==> config.mk <==
export PLATFORM = sky130hd
export DESIGN_NAME = v_pipe_update_flat
export DESIGN_NICKNAME = d
export VERILOG_FILES = /design/src/rtl/v_pipe_update_if.sv /design/src/rtl/v_pipe_update.sv /design/src/flat_wrapper.sv
export SDC_FILE = /design/constraint.sdc
export NUM_CORES = 2
export LEC_CHECK = 0
export CAP_MARGIN = 20
export CORE_UTILIZATION = 30
export DETAILED_ROUTE_END_ITERATION = 7
export GPL_ROUTABILITY_DRIVEN = 0
export SYNTH_ARGS = -nofsm -noshare
export SYNTH_HDL_FRONTEND = slang
export SYNTH_SLANG_ARGS = --single-unit
==> constraint.sdc <==
create_clock -name clk -period 18.2 [get_ports clk]
set_clock_uncertainty 0.15 [all_clocks]
set_input_delay 3.64 -clock clk [delete_from_list [all_inputs] [get_ports clk]]
set_output_delay 3.64 -clock clk [all_outputs]
set_load 0.02 [all_outputs]
==> src/rtl/v_pipe_update_if.sv <==
// Command, response, state-table and stage-visibility signals of the update pipeline.
// slave is the pipeline side; master is the command source and table owner.
interface v_pipe_update_if #(
    parameter int ENTRIES_N = 16,
    parameter int ID_W      = 8,
    parameter int KEY_W     = 16,
    parameter int VOL_W     = 16
);
    localparam int LS_W    = $clog2(ENTRIES_N + 1);
    localparam int LVL_W   = $clog2(ENTRIES_N);
    localparam int STATE_W = ENTRIES_N * (1 + KEY_W + VOL_W) + LS_W;

    logic               i_upd_vld;
    logic [ID_W-1:0]    i_upd_prod_id;
    logic [1:0]         i_upd_cmd;
    logic [LVL_W-1:0]   i_upd_level;
    logic [KEY_W-1:0]   i_upd_key;
    logic [VOL_W-1:0]   i_upd_size;
    logic               o_upd_vld_r;
    logic               o_upd_error_r;
    logic               o_state_ren;
    logic [ID_W-1:0]    o_state_raddr;
    logic [STATE_W-1:0] i_state_rdata;
    logic               o_state_wen;
    logic [ID_W-1:0]    o_state_waddr;
    logic [STATE_W-1:0] o_state_wdata;
    logic               o_s1_upd_vld_r;
    logic [ID_W-1:0]    o_s1_upd_prod_id_r;
    logic               o_s2_upd_vld_r;
    logic [ID_W-1:0]    o_s2_upd_prod_id_r;
    logic               o_s3_upd_vld_r;
    logic [ID_W-1:0]    o_s3_upd_prod_id_r;
    logic               o_s4_upd_vld_r;
    logic [ID_W-1:0]    o_s4_upd_prod_id_r;

    modport master (
        output i_upd_vld, i_upd_prod_id, i_upd_cmd, i_upd_level, i_upd_key, i_upd_size,
        output i_state_rdata,
        input  o_upd_vld_r, o_upd_error_r, o_state_ren, o_state_raddr,
        input  o_state_wen, o_state_waddr, o_state_wdata,
        input  o_s1_upd_vld_r, o_s1_upd_prod_id_r, o_s2_upd_vld_r, o_s2_upd_prod_id_r,
        input  o_s3_upd_vld_r, o_s3_upd_prod_id_r, o_s4_upd_vld_r, o_s4_upd_prod_id_r
    );

    modport slave (
        input  i_upd_vld, i_upd_prod_id, i_upd_cmd, i_upd_level, i_upd_key, i_upd_size,
        input  i_state_rdata,
        output o_upd_vld_r, o_upd_error_r, o_state_ren, o_state_raddr,
        output o_state_wen, o_state_waddr, o_state_wdata,
        output o_s1_upd_vld_r, o_s1_upd_prod_id_r, o_s2_upd_vld_r, o_s2_upd_prod_id_r,
        output o_s3_upd_vld_r, o_s3_upd_prod_id_r, o_s4_upd_vld_r, o_s4_upd_prod_id_r
    );
endinterface

==> src/rtl/v_pipe_update.sv <==
// Five-stage read-modify-write pipeline applying update commands to the per-product state table.
// Forwarding from S2..S5 makes back-to-back commands on one ID behave as if executed in order.
module v_pipe_update #(
    parameter int ENTRIES_N = 16,
    parameter int ID_W      = 8,
    parameter int KEY_W     = 16,
    parameter int VOL_W     = 16
) (
    input  logic           clk,
    input  logic           rst,
    v_pipe_update_if.slave bus
);
    localparam int LS_W  = $clog2(ENTRIES_N + 1);
    localparam int LVL_W = $clog2(ENTRIES_N);

    localparam logic [1:0] CMD_CLEAR  = 2'd0;
    localparam logic [1:0] CMD_ADD    = 2'd1;
    localparam logic [1:0] CMD_DELETE = 2'd2;

    typedef struct packed {
        logic [LS_W-1:0]                 listsize;
        logic [ENTRIES_N-1:0]            vld;
        logic [ENTRIES_N-1:0][KEY_W-1:0] key;
        logic [ENTRIES_N-1:0][VOL_W-1:0] vol;
    } row_t;

    logic [4:1]       stg_vld_reg;
    logic [ID_W-1:0]  stg_id_reg [1:4];

    logic [1:0]       s1_cmd_reg;
    logic [LVL_W-1:0] s1_level_reg;
    logic [KEY_W-1:0] s1_key_reg;
    logic [VOL_W-1:0] s1_size_reg;
    row_t             s1_old_next;

    logic [1:0]       s2_cmd_reg;
    logic [LVL_W-1:0] s2_level_reg;
    logic [KEY_W-1:0] s2_key_reg;
    logic [VOL_W-1:0] s2_size_reg;
    row_t             s2_old_reg;
    row_t             s2_new_next;
    logic             s2_err_next;
    logic             s2_old_v;
    logic [ENTRIES_N-1:0] lvl_hit;

    row_t             s3_row_reg;
    logic             s3_err_reg;
    row_t             s4_row_reg;
    logic             s4_err_reg;
    logic             s4_wen;

    logic             s5_vld_reg;
    logic [ID_W-1:0]  s5_id_reg;
    row_t             s5_row_reg;

    // Stage valids are the only reset state; data registers follow their valid.
    always_ff @(posedge clk) begin
        if (rst) begin
            stg_vld_reg <= '0;
            s5_vld_reg  <= 1'b0;
        end else begin
            stg_vld_reg <= {stg_vld_reg[3:1], bus.i_upd_vld};
            s5_vld_reg  <= s4_wen;
        end
    end

    always_ff @(posedge clk) begin
        if (bus.i_upd_vld) begin
            stg_id_reg[1] <= bus.i_upd_prod_id;
            s1_cmd_reg    <= bus.i_upd_cmd;
            s1_level_reg  <= bus.i_upd_level;
            s1_key_reg    <= bus.i_upd_key;
            s1_size_reg   <= bus.i_upd_size;
        end
        for (int i = 2; i <= 4; i++) begin
            if (stg_vld_reg[i-1]) begin
                stg_id_reg[i] <= stg_id_reg[i-1];
            end
        end
        if (stg_vld_reg[1]) begin
            s2_cmd_reg   <= s1_cmd_reg;
            s2_level_reg <= s1_level_reg;
            s2_key_reg   <= s1_key_reg;
            s2_size_reg  <= s1_size_reg;
            s2_old_reg   <= s1_old_next;
        end
        if (stg_vld_reg[2]) begin
            s3_row_reg <= s2_new_next;
            s3_err_reg <= s2_err_next;
        end
        if (stg_vld_reg[3]) begin
            s4_row_reg <= s3_row_reg;
            s4_err_reg <= s3_err_reg;
        end
        if (s4_wen) begin
            s5_id_reg  <= stg_id_reg[4];
            s5_row_reg <= s4_row_reg;
        end
    end

    // Youngest writing stage wins; erroring stages leave the row untouched so they are skipped.
    always_comb begin
        s1_old_next = bus.i_state_rdata;
        if (stg_vld_reg[2] && !s2_err_next && stg_id_reg[2] == stg_id_reg[1]) begin
            s1_old_next = s2_new_next;
        end else if (stg_vld_reg[3] && !s3_err_reg && stg_id_reg[3] == stg_id_reg[1]) begin
            s1_old_next = s3_row_reg;
        end else if (s4_wen && stg_id_reg[4] == stg_id_reg[1]) begin
            s1_old_next = s4_row_reg;
        end else if (s5_vld_reg && s5_id_reg == stg_id_reg[1]) begin
            s1_old_next = s5_row_reg;
        end
    end

    for (genvar gi = 0; gi < ENTRIES_N; gi++) begin : g_lvl_hit
        assign lvl_hit[gi] = (s2_level_reg == LVL_W'(gi));
    end

    always_comb begin
        s2_new_next = s2_old_reg;
        s2_err_next = 1'b0;
        s2_old_v    = |(s2_old_reg.vld & lvl_hit);
        case (s2_cmd_reg)
            CMD_CLEAR: begin
                s2_new_next.vld      = '0;
                s2_new_next.listsize = '0;
            end
            CMD_ADD: begin
                if (s2_old_v) begin
                    s2_err_next = 1'b1;
                end else begin
                    s2_new_next.vld               = s2_old_reg.vld | lvl_hit;
                    s2_new_next.key[s2_level_reg] = s2_key_reg;
                    s2_new_next.vol[s2_level_reg] = s2_size_reg;
                    s2_new_next.listsize          = s2_old_reg.listsize + LS_W'(1);
                end
            end
            CMD_DELETE: begin
                if (!s2_old_v) begin
                    s2_err_next = 1'b1;
                end else begin
                    s2_new_next.vld      = s2_old_reg.vld & ~lvl_hit;
                    s2_new_next.listsize = s2_old_reg.listsize - LS_W'(1);
                end
            end
            default: begin
                if (!s2_old_v) begin
                    s2_err_next = 1'b1;
                end else begin
                    s2_new_next.key[s2_level_reg] = s2_key_reg;
                    s2_new_next.vol[s2_level_reg] = s2_size_reg;
                end
            end
        endcase
    end

    assign s4_wen = stg_vld_reg[4] & ~s4_err_reg;

    assign bus.o_state_ren        = bus.i_upd_vld;
    assign bus.o_state_raddr      = bus.i_upd_prod_id;
    assign bus.o_state_wen        = s4_wen;
    assign bus.o_state_waddr      = stg_id_reg[4];
    assign bus.o_state_wdata      = s4_row_reg;
    assign bus.o_upd_vld_r        = stg_vld_reg[4];
    assign bus.o_upd_error_r      = stg_vld_reg[4] & s4_err_reg;
    assign bus.o_s1_upd_vld_r     = stg_vld_reg[1];
    assign bus.o_s1_upd_prod_id_r = stg_id_reg[1];
    assign bus.o_s2_upd_vld_r     = stg_vld_reg[2];
    assign bus.o_s2_upd_prod_id_r = stg_id_reg[2];
    assign bus.o_s3_upd_vld_r     = stg_vld_reg[3];
    assign bus.o_s3_upd_prod_id_r = stg_id_reg[3];
    assign bus.o_s4_upd_vld_r     = stg_vld_reg[4];
    assign bus.o_s4_upd_prod_id_r = stg_id_reg[4];
endmodule
==> src/flat_wrapper.sv <==
// flat-port wrapper written by rule: the top's interface ports become plain ports
module v_pipe_update_flat 
#(
    parameter int ENTRIES_N = 16,
    parameter int ID_W      = 8,
    parameter int KEY_W     = 16,
    parameter int VOL_W     = 16
)
  (clk, rst, bus_i_upd_vld, bus_i_upd_prod_id, bus_i_upd_cmd, bus_i_upd_level, bus_i_upd_key, bus_i_upd_size, bus_i_state_rdata, bus_o_upd_vld_r, bus_o_upd_error_r, bus_o_state_ren, bus_o_state_raddr, bus_o_state_wen, bus_o_state_waddr, bus_o_state_wdata, bus_o_s1_upd_vld_r, bus_o_s1_upd_prod_id_r, bus_o_s2_upd_vld_r, bus_o_s2_upd_prod_id_r, bus_o_s3_upd_vld_r, bus_o_s3_upd_prod_id_r, bus_o_s4_upd_vld_r, bus_o_s4_upd_prod_id_r);
  v_pipe_update_if #(.ENTRIES_N(ENTRIES_N), .ID_W(ID_W), .KEY_W(KEY_W), .VOL_W(VOL_W)) bus_i ();
  input  logic clk;
  input  logic rst;
  input wire logic [$bits(bus_i.i_upd_vld)-1:0] bus_i_upd_vld;
  input wire logic [$bits(bus_i.i_upd_prod_id)-1:0] bus_i_upd_prod_id;
  input wire logic [$bits(bus_i.i_upd_cmd)-1:0] bus_i_upd_cmd;
  input wire logic [$bits(bus_i.i_upd_level)-1:0] bus_i_upd_level;
  input wire logic [$bits(bus_i.i_upd_key)-1:0] bus_i_upd_key;
  input wire logic [$bits(bus_i.i_upd_size)-1:0] bus_i_upd_size;
  input wire logic [$bits(bus_i.i_state_rdata)-1:0] bus_i_state_rdata;
  output wire logic [$bits(bus_i.o_upd_vld_r)-1:0] bus_o_upd_vld_r;
  output wire logic [$bits(bus_i.o_upd_error_r)-1:0] bus_o_upd_error_r;
  output wire logic [$bits(bus_i.o_state_ren)-1:0] bus_o_state_ren;
  output wire logic [$bits(bus_i.o_state_raddr)-1:0] bus_o_state_raddr;
  output wire logic [$bits(bus_i.o_state_wen)-1:0] bus_o_state_wen;
  output wire logic [$bits(bus_i.o_state_waddr)-1:0] bus_o_state_waddr;
  output wire logic [$bits(bus_i.o_state_wdata)-1:0] bus_o_state_wdata;
  output wire logic [$bits(bus_i.o_s1_upd_vld_r)-1:0] bus_o_s1_upd_vld_r;
  output wire logic [$bits(bus_i.o_s1_upd_prod_id_r)-1:0] bus_o_s1_upd_prod_id_r;
  output wire logic [$bits(bus_i.o_s2_upd_vld_r)-1:0] bus_o_s2_upd_vld_r;
  output wire logic [$bits(bus_i.o_s2_upd_prod_id_r)-1:0] bus_o_s2_upd_prod_id_r;
  output wire logic [$bits(bus_i.o_s3_upd_vld_r)-1:0] bus_o_s3_upd_vld_r;
  output wire logic [$bits(bus_i.o_s3_upd_prod_id_r)-1:0] bus_o_s3_upd_prod_id_r;
  output wire logic [$bits(bus_i.o_s4_upd_vld_r)-1:0] bus_o_s4_upd_vld_r;
  output wire logic [$bits(bus_i.o_s4_upd_prod_id_r)-1:0] bus_o_s4_upd_prod_id_r;
  assign bus_i.i_upd_vld = bus_i_upd_vld;
  assign bus_i.i_upd_prod_id = bus_i_upd_prod_id;
  assign bus_i.i_upd_cmd = bus_i_upd_cmd;
  assign bus_i.i_upd_level = bus_i_upd_level;
  assign bus_i.i_upd_key = bus_i_upd_key;
  assign bus_i.i_upd_size = bus_i_upd_size;
  assign bus_i.i_state_rdata = bus_i_state_rdata;
  assign bus_o_upd_vld_r = bus_i.o_upd_vld_r;
  assign bus_o_upd_error_r = bus_i.o_upd_error_r;
  assign bus_o_state_ren = bus_i.o_state_ren;
  assign bus_o_state_raddr = bus_i.o_state_raddr;
  assign bus_o_state_wen = bus_i.o_state_wen;
  assign bus_o_state_waddr = bus_i.o_state_waddr;
  assign bus_o_state_wdata = bus_i.o_state_wdata;
  assign bus_o_s1_upd_vld_r = bus_i.o_s1_upd_vld_r;
  assign bus_o_s1_upd_prod_id_r = bus_i.o_s1_upd_prod_id_r;
  assign bus_o_s2_upd_vld_r = bus_i.o_s2_upd_vld_r;
  assign bus_o_s2_upd_prod_id_r = bus_i.o_s2_upd_prod_id_r;
  assign bus_o_s3_upd_vld_r = bus_i.o_s3_upd_vld_r;
  assign bus_o_s3_upd_prod_id_r = bus_i.o_s3_upd_prod_id_r;
  assign bus_o_s4_upd_vld_r = bus_i.o_s4_upd_vld_r;
  assign bus_o_s4_upd_prod_id_r = bus_i.o_s4_upd_prod_id_r;
  v_pipe_update #(.ENTRIES_N(ENTRIES_N), .ID_W(ID_W), .KEY_W(KEY_W), .VOL_W(VOL_W)) u_core (.clk(clk), .rst(rst), .bus(bus_i));
endmodule
==> impl_metrics.tcl <==
set metrics [dict create \
    fp.dieH_um 568 \
    num_rows 207 \
    power.total_mw 11.7 \
    area_growth_pct 25.7 \
    yosys_warnings 0 \
    cts_buffers 241 \
    status "complete, no violations" \
    ys_seq_elements 2255 \
    critPathBufInv 2 \
    rsz0062_at_grt "false" \
    synth-seq-area-share 0.705 \
    postCtsSetupBuffers 0 \
    io-pin-count 1171 \
    htreeDepth 4 \
    ys_async_sr_fraction 0 \
    ys_types 54 \
    crit_type "in -> out" \
    crit_path_start_kind "input pin" \
    clk_pin_slew_ns 0.06 \
    dpl.hpwl_um 236000 \
    p_leak_nw 40.9 \
    hold_path_startpoint "u_core.s3_row_reg[60]" \
    die_w_um 568 \
    worstPathRequired_ns 14.41 \
    cap_violations 0 \
    vias 65988 \
    first_pass_iters 6 \
    hold_viol_final 0 \
    synth_edf_count 2250 \
    cp_top_family "buffers and inverters" \
    drc 0 \
    hold_path_depth 0 \
    period_share 0.479 \
    endpoint_kind "primary output" \
    grt_max_degree 143 \
    worst_path_largest_cell_delay_ns 0.74 \
    synth_fp_nets 6941 \
    fin_area_sq_um 121000 \
    r2r-end "u_core.s2_old_reg[337]" \
    clock_sinks 2255 \
    nets 7927 \
    overflow 0 \
    slew_viol_final 0 \
    path_cells "buf_4 -> clkdlybuf4s50_1" \
    finalCriticalPeriod_ns 8.72 \
    wl_per_cell_um 31.9 \
    track_usage 0.221 \
    clock_path_buffers 4 \
    dr.first_iter.drc_count 8773 \
    hold_slack_ns 0.262 \
    vias_per_cell 5.62 \
    clk_latency_ns 0.90 \
    cts-resized-gates 0 \
    reg2reg_depth 12 \
    wl_um 374000 \
    worstReg2RegStart "u_core.s2_level_reg[2]" \
    max_freq_ghz 0.115 \
    hold_path.class "reg -> reg" \
    cts_root_buffer "clkbuf_16" \
    dieArea_sq_um 322000 \
    relSlewSlack 0.0252 \
    max-vdd-ir-drop_mv 0.0856 \
    arrival_ns 4.93 \
    antenna_found_initial 71 \
    min_to "u_core.bus.o_state_wdata[60]" \
    grt_pass1_wl_um 516000 \
    dpl-instance-area_sq_um 113000 \
    synthFlopType "edfxtp_1" \
    cts_hold_buffers 0 \
    start_util 0.302 \
    layout-drive-gt1-share 0.0799 \
    io_buffers 1170 \
    core-area_sq_um 318000 \
    grt_pass1_vias 64417 \
    cellPowerDensity_nw_per_um2 97.4 \
    setup-tns-final_ns 0 \
    ant_nets 0 \
    report.final.setup_viol 0 \
    rrSetupSlack_ns 10.98 \
    cp_max_fo 48 \
    avgSynthCellArea_sq_um 15.1 \
    final_core_util 0.379 \
    tightest_slew_ns 1.46 \
    syn_inst 6357 \
    syn_area_sq_um 96000 \
    slowest_stage "clkdlybuf4s50_1" \
    tritoncts "done" \
]
cell usage in the layout, fill, tap and decap left out, types with 6 or more instances in the layout:
master and count:
xnor2_1 25, clkbuf_16 244, a22o_1 515, xor2_1 11
mux2i_4 32, edfxtp_1 2250, nand2_1 94, a21oi_1 538
clkbuf_1 40, nor2b_1 6, o21ai_0 539, clkinv_2 59
clkdlybuf4s50_1 1169, diode_2 20, clkinvlp_4 16, buf_4 144
nand4_1 7, o21a_1 532, clkinv_1 46, a211o_1 544
bufinv_16 25, nor2_1 19, o21ai_4 15, nor2_4 11
buf_12 15, mux2i_1 533, nor3_2 8, and2_1 14
metrics by stage:
step	worst slack, ns	cells
6_report	9.48	11743
5_1_grt	9.38	11728
4_1_cts	9.40	11722
3_5_place_dp	9.41	11279
3_3_place_gp	9.43	11278
2_1_floorplan	1.29	6357
power breakdown:
| group | leakage, nW | internal, mW | switching [mW] |
|---|---|---|---|
| sequential | 20.7 | 5.85 | 0.0729 |
| clock | 3.81 | 2.81 | 2.15 |
| combinational | 16.4 | 0.353 | 0.520 |
cells in the mapped netlist (4+ instances only):
| master | number | share of area |
|---|---|---|
| nor2_1 | 30 | 0.0012 |
| nand3b_1 | 5 | 0.00039 |
| xnor2_1 | 25 | 0.0023 |
| dfxtp_1 | 5 | 0.0010 |
| nand2b_1 | 5 | 0.00033 |
| o21a_1 | 532 | 0.042 |
| buf_2 | 97 | 0.0051 |
| clkbuf_1 | 433 | 0.017 |
| a211o_1 | 544 | 0.050 |
| o21ai_1 | 16 | 0.00083 |
| and2_1 | 14 | 0.00091 |
| nor2b_1 | 6 | 0.00039 |
| a22o_1 | 515 | 0.047 |
| o21ai_0 | 539 | 0.028 |
| buf_1 | 34 | 0.0013 |
| mux2i_1 | 565 | 0.059 |
| nand2_1 | 94 | 0.0037 |
| a21oi_1 | 538 | 0.028 |
| nand4_1 | 7 | 0.00046 |
| buf_4 | 22 | 0.0017 |
| inv_1 | 4 | 0.00016 |
| edfxtp_1 | 2250 | 0.70 |
| nand3_1 | 5 | 0.00026 |
| xor2_1 | 11 | 0.0010 |
| nor3_1 | 13 | 0.00068 |
final cells by class:
| type | instances | area (sq um) |
|---|---|---|
| Timing Repair Buffer | 1330 | 13100 |
| Fill cell | 29600 | 197000 |
| Clock buffer | 284 | 6260 |
| Tap cell | 4180 | 5230 |
| Antenna cell | 20 | 50.0 |
| Sequential cell | 2255 | 67700 |
| Clock inverter | 159 | 1580 |
| Inverter | 5 | 26.3 |
| Multi-Input combinational cell | 3510 | 26700 |
cells by family after synthesis:
| logic type | after synthesis | share of synthesized area |
|---|---|---|
| flops | 2255 | 0.705 |
| fa+ha+maj | 2 | 0.000261 |
| mux | 567 | 0.0592 |
| simple gates | 200 | 0.0101 |
| buf+inv | 592 | 0.0253 |
| compound gates | 2705 | 0.197 |
| xor+xnor | 36 | 0.00329 |
worst max path at each step:
stage                               start                 end  slack, ns  depth (start not counted)
finish                      bus_i_upd_vld     bus_o_state_ren       9.48                          2
global route                bus_i_upd_vld     bus_o_state_ren       9.38                          2
CTS                         bus_i_upd_vld     bus_o_state_ren       9.40                          2
detailed placement          bus_i_upd_vld     bus_o_state_ren       9.41                          2
global placement            bus_i_upd_vld     bus_o_state_ren       9.43                          2
floorplan           u_core.stg_vld_reg[1]  bus_o_s1_upd_vld_r       1.29                          0
per-layer routing:
layer | track usage | up-vias | wire (um)
li1 | - | 27554 | -
met2 | 0.347 | 4174 | 170000
met4 | 0.0656 | 52 | 11500
met1 | 0.302 | 33677 | 154000
met3 | 0.0540 | 531 | 37800
met5 | 0 | - | 320
Note: power is estimated with default switching activity, not from simulation.
